==> config.mk <==
export PLATFORM = sky130hd
export DESIGN_NAME = sipo_deser
export DESIGN_NICKNAME = d
export VERILOG_FILES = /design/src/rtl/sipo_pkg.sv /design/src/rtl/sipo_out_reg.sv /design/src/rtl/sipo_deser.sv
export SDC_FILE = /design/constraint.sdc
export NUM_CORES = 1
export LEC_CHECK = 0
export BUFFER_PORTS_ARGS = -buffer_cell sky130_fd_sc_hd__buf_2
export CAP_MARGIN = 10
export CELL_PAD_IN_SITES_DETAIL_PLACEMENT = 1
export CELL_PAD_IN_SITES_GLOBAL_PLACEMENT = 1
export CORE_MARGIN = 1.5
export CORE_UTILIZATION = 43
export DETAILED_ROUTE_END_ITERATION = 10
export PLACE_DENSITY_LB_ADDON = 0.25
export SKIP_LAST_GASP = 1
export SLEW_MARGIN = 30
export SYNTH_ARGS = -nofsm -noshare
export SYNTH_HDL_FRONTEND = slang
export SYNTH_SLANG_ARGS = --single-unit
==> constraint.sdc <==
create_clock -name clk -period 4.2 [get_ports clk]
set_input_delay 0.21 -clock clk [delete_from_list [all_inputs] [get_ports clk]]
set_output_delay 0.21 -clock clk [all_outputs]
set_load 0.005 [all_outputs]
==> src/rtl/sipo_pkg.sv <==
// Shared constants and helpers for the serial-in/parallel-out deserializer.
// Bit-order encoding and counter sizing live here so every file agrees.
package sipo_pkg;

  localparam int BIT_ORDER_LSB = 0;
  localparam int BIT_ORDER_MSB = 1;

  localparam int WIDTH_MIN = 2;
  localparam int WIDTH_MAX = 64;

  typedef enum logic {
    ORDER_LSB = 1'b0,
    ORDER_MSB = 1'b1
  } bit_order_e;

  // Bits needed to count 0..w-1; never below one bit.
  function automatic int cnt_w(input int w);
    if (w < 2) begin
      return 1;
    end
    return $clog2(w);
  endfunction

endpackage

==> src/rtl/sipo_out_reg.sv <==
// Output holding register for the deserializer: parallel word,
// valid/ready handshake and sticky overrun flag.
module sipo_out_reg
  import sipo_pkg::*;
#(
  parameter int WIDTH = 8
) (
  input  logic             clk,
  input  logic             rst,
  input  logic             clear,
  input  logic             load,
  input  logic [WIDTH-1:0] word,
  input  logic             po_ready,
  output logic [WIDTH-1:0] po,
  output logic             po_valid,
  output logic             overrun
);

  logic [WIDTH-1:0] po_q;
  logic [WIDTH-1:0] po_d;
  logic             po_valid_q;
  logic             po_valid_d;
  logic             overrun_q;
  logic             overrun_d;
  logic             hs;
  logic             room;

  assign hs   = po_valid_q & po_ready;
  assign room = ~po_valid_q | hs;

  always_comb begin
    po_d       = po_q;
    po_valid_d = po_valid_q;
    overrun_d  = overrun_q;
    if (clear) begin
      po_valid_d = 1'b0;
      overrun_d  = 1'b0;
    end else begin
      if (hs) begin
        po_valid_d = 1'b0;
      end
      // A finished word either takes the slot or is dropped.
      if (load) begin
        if (room) begin
          po_d       = word;
          po_valid_d = 1'b1;
        end else begin
          overrun_d  = 1'b1;
        end
      end
    end
  end

  always_ff @(posedge clk or posedge rst) begin
    if (rst) begin
      po_q       <= '0;
      po_valid_q <= 1'b0;
      overrun_q  <= 1'b0;
    end else begin
      po_q       <= po_d;
      po_valid_q <= po_valid_d;
      overrun_q  <= overrun_d;
    end
  end

  assign po       = po_q;
  assign po_valid = po_valid_q;
  assign overrun  = overrun_q;

endmodule

==> src/rtl/sipo_deser.sv <==
// Serial-in/parallel-out deserializer with gapped input, selectable
// bit order and a single-entry output register with overrun detection.
module sipo_deser
  import sipo_pkg::*;
#(
  parameter int WIDTH     = 8,
  parameter int MSB_FIRST = 1
) (
  input  logic                      clk,
  input  logic                      rst,
  input  logic                      clear,
  input  logic                      si,
  input  logic                      si_valid,
  output logic [WIDTH-1:0]          po,
  output logic                      po_valid,
  input  logic                      po_ready,
  output logic                      overrun,
  output logic [cnt_w(WIDTH)-1:0]   bit_cnt
);

  localparam int CW = cnt_w(WIDTH);
  localparam logic [CW-1:0] LAST = CW'(WIDTH - 1);

  // Only WIDTH-1 earlier bits are stored; the final bit joins
  // combinationally so the word is whole on its own edge.
  logic [WIDTH-2:0] sr_q;
  logic [WIDTH-2:0] sr_d;
  logic [WIDTH-2:0] sr_nxt;
  logic [CW-1:0]    bit_cnt_q;
  logic [CW-1:0]    bit_cnt_d;
  logic [WIDTH-1:0] word;
  logic             accept;
  logic             word_done;

  generate
    if (MSB_FIRST == BIT_ORDER_MSB) begin : g_msb
      assign word   = {sr_q, si};
      assign sr_nxt = word[WIDTH-2:0];
    end else begin : g_lsb
      assign word   = {si, sr_q};
      assign sr_nxt = word[WIDTH-1:1];
    end
  endgenerate

  assign accept    = si_valid & ~clear;
  assign word_done = accept & (bit_cnt_q == LAST);

  always_comb begin
    sr_d      = sr_q;
    bit_cnt_d = bit_cnt_q;
    if (clear) begin
      sr_d      = '0;
      bit_cnt_d = '0;
    end else if (accept) begin
      sr_d = sr_nxt;
      if (bit_cnt_q == LAST) begin
        bit_cnt_d = '0;
      end else begin
        bit_cnt_d = bit_cnt_q + CW'(1);
      end
    end
  end

  always_ff @(posedge clk or posedge rst) begin
    if (rst) begin
      sr_q      <= '0;
      bit_cnt_q <= '0;
    end else begin
      sr_q      <= sr_d;
      bit_cnt_q <= bit_cnt_d;
    end
  end

  assign bit_cnt = bit_cnt_q;

  sipo_out_reg #(
    .WIDTH (WIDTH)
  ) u_out (
    .clk      (clk),
    .rst      (rst),
    .clear    (clear),
    .load     (word_done),
    .word     (word),
    .po_ready (po_ready),
    .po       (po),
    .po_valid (po_valid),
    .overrun  (overrun)
  );

endmodule

Word level (Yosys, flattened, before mapping)
Index checks and enable logic that the tools add are counted.
Widths: inputs -> output; s select.

word-level totals
  bits in read-only memories = 0
  bits in writable memories = 0
  output and inout port bits = 13
  input bits = 6
  memories = 0
  register bits after elaboration = 20
  latch bits = 0
  word-level logic and storage cells = 30

operators by class
  mux-type cells = 12
  eq/ne operators = 2
  multipliers = 0
  shift-type cells = 0
  add/sub/neg operators = 1
  bitwise logic cells = 6
  $lt $le $gt $ge = 0
  reductions and logical operators = 4
  divide/modulo/power cells = 0

operators with widths
  cell                 number
  $mux 7               2
  $mux 3               3
  $mux 1               7
  $reduce_bool 2->1    2
  $add 3x1->3 const B  1
  $and 1x1->1          3
  $eq 3x3->1 const B   1
  $reduce_and 3->1     1
  $ne 2x2->1 const B   1
  $not 1->1            2
  $reduce_and 2->1     1
  $or 1x1->1           1

Longest topological paths before layout
Gate-level depths: netlist of the first run.

  word-level depth = 5
  mapped depth = 5
  depth with buffers taken out = 5

Cells and area by module
Synthesis of the first run repeated with hierarchy kept, for this count alone.

second synthesis, totals
  cells, all modules = 63
  area total of the unflattened synthesis = 834.6 um^2

by module, submodules not included
  module        area an instance (um^2)  cells each  sequential area each (um^2)  instances
  sipo_deser    441.7                    38          250.2                        1
  sipo_out_reg  392.9                    25          250.2                        1

Least setup slack after synthesis of the first run
No wires, ideal clock.

  path kind = register to register
  start = reg bit_cnt_q[0] (netlist: bit_cnt[0])
  end = reg u_out.po_q[0] (netlist: u_out.po[0])
  setup time = 0.125 ns
  path slack = 2.645 ns
  cell stages (with the launch flop) = 6
  required time = 4.075 ns
  arrival time = 1.430 ns
  cell sequence = dfrtp_1 ha_1 ha_1 nand2_1 nor3_4 mux2_2

between the ends
  cells in the longest elaborated chain, start to end = 3

ends and longest elaborated chain
  what                        RTL line            text
  start: declaration          sipo_deser.sv:29    logic [CW-1:0] bit_cnt_q;
  start signal: assignment    sipo_deser.sv:70    bit_cnt_q <= bit_cnt_d;
  $eq 3x3->1                  sipo_deser.sv:46    assign word_done = accept & (bit_cnt_q == LAST);
  $and 1x1->1                 sipo_deser.sv:46
  $reduce_and 3->1 (no line)  --
  end signal: assignment      sipo_out_reg.sv:60  po_q <= po_d;
  end: declaration            sipo_out_reg.sv:19  logic [WIDTH-1:0] po_q;

Every way passes these cells.
A chain may end at the register's enable or synchronous reset.

Worst setup path in the final report of the first run
  start = reg bit_cnt_q[0] (netlist: bit_cnt[0])
  end = reg u_out.po_q[3] (netlist: u_out.po[3])

The elaborated chain is that of the path after synthesis.

==> metrics.txt, run 1 <==
die width 46.7 um; CP Launch Type register; Yosys top cell area share 60.9%; Filler cells 197; post-route ant nets 0; Hold Vio Cnt, Final 0; Fmax 582 MHz; final WL 1.50 mm; Vias 529; vias per cell 4.99; share of layout cells above drive strength 1 38.3%; status finished clean; r2r setup slk 2.48 ns; Crit Path Max Fanout 8; Initial Utilization 46.6%; Slew headroom 49.2%; most frequent cells in the layout dfrtp_1, buf_2, nor2_1, mux2i_1, mux2_2; HPWL after DPL 1.07 mm; Detailed Route Iter0 Violations 2; number of distinct library cells after synthesis 14; PD cells 383 nW/um^2; most common cell after layout, fill and taps aside dfrtp_1; fin nets 90; first-pass GRT wire length 2.36 mm; CORE AREA 1760 sq um; period utilisation layout 40.9%; CTS tree built; CTS Root Cell clkbuf_4; final instance area 980 sq um; leakage power 0.549 nW; crit path kind register to register; IO buf count 18; H-tree lvl count 1; syn_nets 70; Post-Layout Cell Count 106; Remaining Overflow, GRT 0; Max Buffers Root-to-Sink 2; fin crit period 1.72 ns; Mapped Cells 62; GP Congestion 0.682; WL per Instance 14.1 um; die area 2180 sq um; reg2reg start bit_cnt[0]; cells on worst reg2reg path 5; Clk Latency, worst-skew pair 0.30 ns; Ports 19; reg-to-reg endpoint u_out.po[3]; synth top area cells dfrtp_1, mux2i_1, mux2_2; DRC 0; Chip Height 46.7 um; Area growth syn-to-layout 19.2%; Max-cap violations 0; initial antenna violation count 0; Layout Skew 0.00514 ns; Pins Over Slew Limit 0; DRT Pass-1 Iters 2; setup_tns 0 ns; Worst Path Arrival 1.92 ns; buffer count from post-CTS setup fixing 0; Slew @ Worst Pin 0.761 ns; placed inst area 927 sq um; Hold Crit Class input port to async pin; Rows 15; Seq/Total Area, Yosys 60.9%; dpl cells 102; setup ws final 2.48 ns; synthesized area per cell 13.3 sq um; Finish-stage setup viols 0; RSZ-0062 raised after global routing no; largest net degree at the start of global routing 21; post-synthesis register bit count 20; peak supply drop 194 uV; Diodes inserted 0; PostCTS Resize Cnt 0; TritonCTS buffer count 3; Yosys top cell by area dfrtp_1; worst hold slack 0.0304 ns; Total GRT Usage 16.0%; kind of end point of the critical path register; vias in the first global route 486; yosys warns 0; post-cts hold buffer count 0; TritonCTS Sinks 20; post-place setup slack 2.47 ns; Post-Syn Area 822 sq um; clock slew seen by the registers of the worst setup and hold paths 0.11 ns; Critical Path RT 4.40 ns
==> critical path, stage by stage, from the launching register on <==
cell and delay, ns:
dfrtp_1 0.40, ha_1 0.16, ha_1 0.21, nand2_1 0.10, nor3_4 0.36, mux2_2 0.38
==> power by group <==
group          total (mW)  switching (mW)  internal, mW
Combinational      0.0208          0.0130       0.00775
Clock               0.156          0.0599        0.0965
Sequential          0.198         0.00250         0.195
==> sequential cells by signal, summed over array words and instances, names as in the netlist <==
name            cells
bit_cnt             3
sr_q                7
u_out.overrun       1
u_out.po            8
u_out.po_valid      1
==> routing by layer <==
metal | track usage (%) | vias up | routed length [um] | share of wire, %
li1 | - | 248 | - | -
met1 | 22.1 | 265 | 694 | 46
met2 | 24.4 | 12 | 722 | 48
met3 | 2.35 | 4 | 50 | 3.3
met4 | 8.33 | 0 | 31 | 2.1
met5 | 0 | - | 0 | 0
==> area by class of cell <==
cell class                      count  area (sq um)  area share, %
Inverter                            1          3.75          0.383
Tap cell                           25          31.3           3.19
Multi-Input combinational cell     38           302           30.8
Clock inverter                      1          30.0           3.07
Timing Repair Buffer               18          90.1           9.20
Clock buffer                        3          22.5           2.30
Sequential cell                    20           500           51.1
==> metrics by stage <==
stage	total power, mW	utilization, %
after floorplan	0.215	-
after global placement	0.222	52.6
after detailed placement	0.223	52.6
after CTS	0.382	55.5
after global routing	0.392	55.5
final	0.375	55.5
==> logic make-up (layout without fill, tap and decap cells) <==
group,Yosys count,in the layout,synth area share [%]
DFF,20,20,60.9
muxes,18,18,23.1
and+or+nand+nor,16,16,9.13
buffers and inverters,4,23,2.43
adders and majority gates,2,2,3.04
AOI/OAI and AO/OA,2,2,1.37
==> how the worst max path moves through the flow <==
stage	from	endpoint	cells past startpoint
final	bit_cnt[0]	u_out.po[3]	5
after global routing	bit_cnt[0]	u_out.po[2]	5
after CTS	bit_cnt[0]	u_out.po[3]	5
after detailed placement	bit_cnt[0]	u_out.po[1]	5
after global placement	bit_cnt[0]	u_out.po[3]	5
after floorplan	bit_cnt[0]	u_out.po[0]	5
==> Yosys cell counts <==
cell type   n
clkbuf_1    1
nor2_1     13
buf_2       1
buf_4       1
inv_1       1
mux2_2      8
nor3_4      1
nor2b_1     1
mux2i_1    10
dfrtp_1    20
nand2_1     1
a21oi_1     1
ha_1        2
a31oi_1     1
Note: power is estimated with default switching activity, not from simulation.
==> inputs of run 2 (changes only) <==
- ABC_AREA: default -> 1
- CORE_UTILIZATION: 43 -> 34
- clock period: 4.2 -> 1.5 ns (I/O delays scaled with it)
==> metrics.txt, run 2 <==
CP delay by family, top adder cells; fin nets 117 (+30%); Max-cap violations 0 (unchanged); DRC 0 (unchanged); Crit-path slowest cell dfrtp_1; Rows 17 (+2); cells on worst reg2reg path 5 (unchanged); fin crit period 1.31 ns (-0.412 ns); post-synthesis register bit count 20 (unchanged); Max Buffers Root-to-Sink 2 (unchanged); Fmax 766 MHz (+32%); Vias 665 (+26%); setup_tns 0 ns (unchanged); synth top area cells dfrtp_1, nand2_1, nand4_1; Area growth syn-to-layout 17.5%; crit path kind register to register; Hold Vio Cnt, Final 0 (unchanged); RSZ-0062 raised after global routing no; Ports 19 (unchanged); max reg flops 8 (unchanged); HPWL after DPL 1.25 mm (+17%); Layout Skew 0.00164 ns (-0.00350 ns); crit-path cells ha_1 -> ha_2 -> nand3_2 -> nand2_1 -> nand2_1; WL per Instance 12.6 um (-11%); final WL 1.70 mm (+13%); Crit Path Max Fanout 11 (+3); synthesized area per cell 9.62 sq um (-27%); Worst Path Arrival 1.50 ns (-0.42 ns); Finish-stage setup viols 0 (unchanged); Initial Utilization 36.8% (-9.8 points); Hold Crit Class input port to register; syn_nets 95 (+36%); Post-synth EDFFs 0 (unchanged); Critical Path RT 1.70 ns (-2.70 ns); Slew @ Worst Pin 0.349 ns (-0.413 ns); Post-Syn Area 837 sq um (+1.8%); commonest cells in the netlist nand2_1, dfrtp_1, inv_1; dpl cells 131 (+28%); Diodes inserted 0 (unchanged); share of layout cells above drive strength 1 24.3% (-14 points); CTS tree built; yosys warns 0 (unchanged); Crit path largest cell delay 0.39 ns (about the same); count leader, synth nand2_1; clock slew seen by the registers of the worst setup and hold paths 0.10 ns (about the same); vias per cell 4.93 (-1.3%); buffer count from post-CTS setup fixing 0 (unchanged); first-pass GRT wire length 3.00 mm (+27%); TritonCTS buffer count 3 (unchanged); IO buf count 18 (unchanged); GP Congestion 0.647 (-5.0%); Synth async-reset ratio 100% (unchanged); hold depth 3; Pins Over Slew Limit 0 (unchanged); largest net degree at the start of global routing 21 (unchanged); post-route ant nets 0 (unchanged); die area 2770 sq um (+27%); Yosys top cell area share 59.8% (-1.1 points); critical path depth 5 (unchanged); top_reg_cell synth dfrtp_1; TritonCTS Sinks 20 (unchanged); number of distinct library cells after synthesis 13 (-1); most frequent cells in the layout nand2_1, dfrtp_1, buf_2, inv_1, nand4_1; most used cell, CP nand2_1; initial antenna violation count 0 (unchanged); Remaining Overflow, GRT 0 (unchanged); most common cell after layout, fill and taps aside nand2_1; vias in the first global route 686 (+41%); CORE AREA 2280 sq um (+29%); CP Buf/Inv Count 0 (unchanged); Yosys top cell by area dfrtp_1; DRT Pass-1 Iters 3 (+1); CTS Root Cell clkbuf_4; Clk Latency, worst-skew pair 0.29 ns (about the same); die width 52.6 um (+13%); Seq/Total Area, Yosys 59.8% (-1.1 points); Mapped Cells 87 (+40%); Total GRT Usage 15.5% (-0.52 points); status finished clean; PD cells 876 nW/um^2 (+130%); period utilisation layout 87.1% (+46 points); leakage power 0.542 nW (-1.2%); Post-Layout Cell Count 135 (+27%); CP Launch Type register; kind of end point of the critical path register; peak supply drop 423 uV (+120%); Chip Height 52.6 um (+13%); Detailed Route Iter0 Violations 11 (+9); H-tree lvl count 1 (unchanged); Slew headroom 76.7% (+28 points)
run 2: cell types whose count changed after synthesis, sizes merged, moves of 5 or more:
cell | before | now
inv | 1 | 12
mux2 | 8 | 0
mux2i | 10 | 0
nand2 | 1 | 26
nand3 | 0 | 5
nand4 | 0 | 8
nor2 | 13 | 1
o21ai | 0 | 5
o22ai | 0 | 5
run 2: cell type report:
class	count	area, sq um
Timing Repair Buffer	20	108
Multi-Input combinational cell	52	273
Sequential cell	20	500
Inverter	12	45.0
Clock buffer	3	22.5
Tap cell	28	35.0
Fill cell	286	1290
run 2: layer usage:
layer	track usage (%)	wire length, um
met3	2.57	44
met2	25.4	810
met4	8.97	35
met1	18.9	807
met5	0	0
run 2: metrics by stage:
| stage | hold slack, ns | total power [mW] | util (%) | cell area (sq um) | setup slack, ns |
|---|---|---|---|---|---|
| 5_1_grt | 0.0246 | 0.900 | 43.2 | 983 | 0.0738 |
| 2_1_floorplan | 0.0388 | 0.599 | - | 837 | 0.304 |
| 6_report | 0.00652 | 0.862 | 43.2 | 983 | 0.194 |
| 3_5_place_dp | 0.119 | 0.623 | 41.7 | 948 | 0.0811 |
| 4_1_cts | 0.00295 | 0.879 | 43.1 | 981 | 0.0502 |
| 3_3_place_gp | 0.108 | 0.620 | 41.7 | 948 | 0.145 |
run 2: where the power goes:
group / total (mW) / switching (mW) / internal, mW
registers: 0.552 / 0.00540 / 0.547
logic: 0.0605 / 0.0401 / 0.0204
clock network: 0.249 / 0.156 / 0.0935
run 2: cell families (layout without fill, tap and decap cells):
| family | Yosys count | count (layout) | share of synthesized area (%) |
|---|---|---|---|
| fa+ha+maj | 2 | 2 | 2.99 |
| flops | 20 | 20 | 59.8 |
| simple gates | 40 | 40 | 22.6 |
| buf+inv | 15 | 35 | 7.92 |
| compound gates | 10 | 10 | 6.73 |
run 2: worst reg2reg max path: stages, from the launching register on:
cell and delay, ns:
dfrtp_1 0.39, ha_1 0.16, ha_2 0.29, nand3_2 0.20, nand2_1 0.12, nand2_1 0.05
run 2: final timing paths:
| kind | start | to | slack (ns) |
|---|---|---|---|
| worst max-delay path | bit_cnt[1] | u_out.po[2] | 0.19 |
| worst min-delay path | si | sr_q[0] | 0.007 |
| worst max register to register | bit_cnt[1] | u_out.po[2] | 0.19 |
| worst min register to register | u_out.po[4] | u_out.po[4] | 0.48 |
| max in group asynchronous | rst | bit_cnt[0] | 0.92 |
| min in group asynchronous | rst | u_out.po[0] | 0.36 |
run 2: what timing repair did:
| action | 4_1_cts | 5_1_grt |
|---|---|---|
| hold buffers | 1 | 0 |
| setup endpoints to repair | 0 | 8 |
| resized for setup | 0 | 1 |
| hold endpoints to repair | 20 | 0 |
==> inputs of run 3 (changes only) <==
- CAP_MARGIN: 10 -> default
- CORE_UTILIZATION: 34 -> 41
- SKIP_CTS_REPAIR_TIMING: default -> 1
- clock period: 1.5 -> 1.6 ns (I/O delays scaled with it)
==> metrics.txt, run 3 (synthesized netlist as in run 2, its figures left out) <==
Finish-stage setup viols 0 (unchanged); Pins Over Slew Limit 0 (unchanged); HPWL after DPL 1.27 mm (+1.2%); Slew @ Worst Pin 0.353 ns (+0.00468 ns); placed inst area 955 sq um (+0.66%); initial antenna violation count 0 (unchanged); TritonCTS Sinks 20 (unchanged); Hold Vio Cnt, Final 0 (unchanged); DRT Pass-1 Iters 4 (+1); Post-Layout Cell Count 135 (unchanged); period utilisation layout 86.6% (-0.52 points); die width 48.2 um (-8.4%); vias per cell 4.79 (-2.9%); PD cells 805 nW/um^2 (-8.1%); final WL 1.64 mm (-3.6%); most frequent cells in the layout nand2_1, dfrtp_1, buf_2, inv_1, nand4_1; final instance area 987 sq um (+0.38%); CTS tree built; cells on worst reg2reg path 5 (unchanged); Rows 16 (-1); Diodes inserted 0 (unchanged); Fmax 722 MHz (-5.7%); share of layout cells above drive strength 1 24.1% (-0.22 points); largest net degree at the start of global routing 21 (unchanged); post-route ant nets 0 (unchanged); Chip Height 48.2 um (-8.4%); CP Launch Type register; setup_tns 0 ns (unchanged); fin nets 118 (+0.85%); first-pass GRT wire length 2.75 mm (-8.3%); hold depth 3 (unchanged); Initial Utilization 43.1% (+6.3 points); CTS Root Cell clkbuf_4; Detailed Route Iter0 Violations 7 (-4); leakage power 0.550 nW (+1.3%); Max-cap violations 0 (unchanged); Total GRT Usage 17.0% (+1.5 points); Area growth syn-to-layout 17.9%; post-place setup slack 0.222 ns (+0.140 ns); fin crit period 1.38 ns (+0.0788 ns); Vias 646 (-2.9%); WL per Instance 12.1 um (-3.6%); Filler cells 239 (-16%); setup ws final 0.215 ns (+0.0212 ns); Crit Path Max Fanout 11 (unchanged); peak supply drop 482 uV (+14%); RSZ-0062 raised after global routing no; dpl cells 131 (unchanged); Ports 19 (unchanged); clock slew seen by the registers of the worst setup and hold paths 0.10 ns (about the same); Max Buffers Root-to-Sink 2 (unchanged); Layout Skew 0.00304 ns (+0.00141 ns); crit path kind register to register; Worst Path Arrival 1.57 ns (+0.07 ns); vias in the first global route 633 (-7.7%); DRC 0 (unchanged); Remaining Overflow, GRT 0 (unchanged); H-tree lvl count 1 (unchanged); status finished clean; die area 2320 sq um (-16%); CORE AREA 1940 sq um (-15%); Clk Latency, worst-skew pair 0.28 ns (about the same); Slew headroom 76.4% (-0.26 points); kind of end point of the critical path register; max reg flops 8 (unchanged); GP Congestion 0.713 (+10%); Hold Crit Class input port to register; Critical Path RT 1.78 ns (+0.08 ns); TritonCTS buffer count 3 (unchanged); IO buf count 18 (unchanged); most common cell after layout, fill and taps aside nand2_1
[run 3: cell count changes in the layout (fill, tap and decap cells not counted), sizes merged]
cell and delta:
buf +1
[run 3: layer usage]
metal	wire length, um	vias up	track usage [%]
li1	-	328	-
met1	771	307	23.0
met2	807	9	27.6
met3	47	2	3.33
met4	9	0	4.86
met5	0	-	0
[run 3: cell type report]
cell class | instances | area, sq um | share of cell area (%)
clock buffers | 3 | 22.5 | 2.28
inverters | 12 | 45.0 | 4.56
repair buffers | 21 | 115 | 11.7
multi-input cells | 52 | 270 | 27.4
well taps | 27 | 33.8 | 3.42
flip-flops and latches | 20 | 500 | 50.7
[run 3: metrics by stage]
stage / hold slack [ns] / util [%] / power [mW]
floorplan: 0.0438 / - / 0.561
global placement: 0.112 / 49.2 / 0.581
detailed placement: 0.123 / 49.2 / 0.583
CTS: -0.198 / 50.3 / 0.804
global route: 0.0403 / 50.8 / 0.837
finish: 0.0505 / 50.8 / 0.795
[run 3: critical path: stages (launching register included)]
cell and delay [ns]:
dfrtp_1 0.38, ha_1 0.16, ha_1 0.36, nand3_2 0.22
nand2_1 0.11, nand2_1 0.05
[run 3: final timing paths]
kind,startpoint,end,slack [ns]
setup reg to reg,bit_cnt[1],u_out.po[0],0.22
hold reg to reg,u_out.po[6],u_out.po[6],0.48
setup / recovery,bit_cnt[1],u_out.po[0],0.22
max in group asynchronous,rst,bit_cnt[0],1.05
hold / removal,si,sr_q[0],0.05
min in group asynchronous,rst,u_out.po[1],0.35
[run 3: power by group]
group | internal [mW] | leakage, nW | switching [mW]
logic | 0.0193 | 0.259 | 0.0364
registers | 0.512 | 0.277 | 0.00493
clock network | 0.0873 | 0.0138 | 0.135
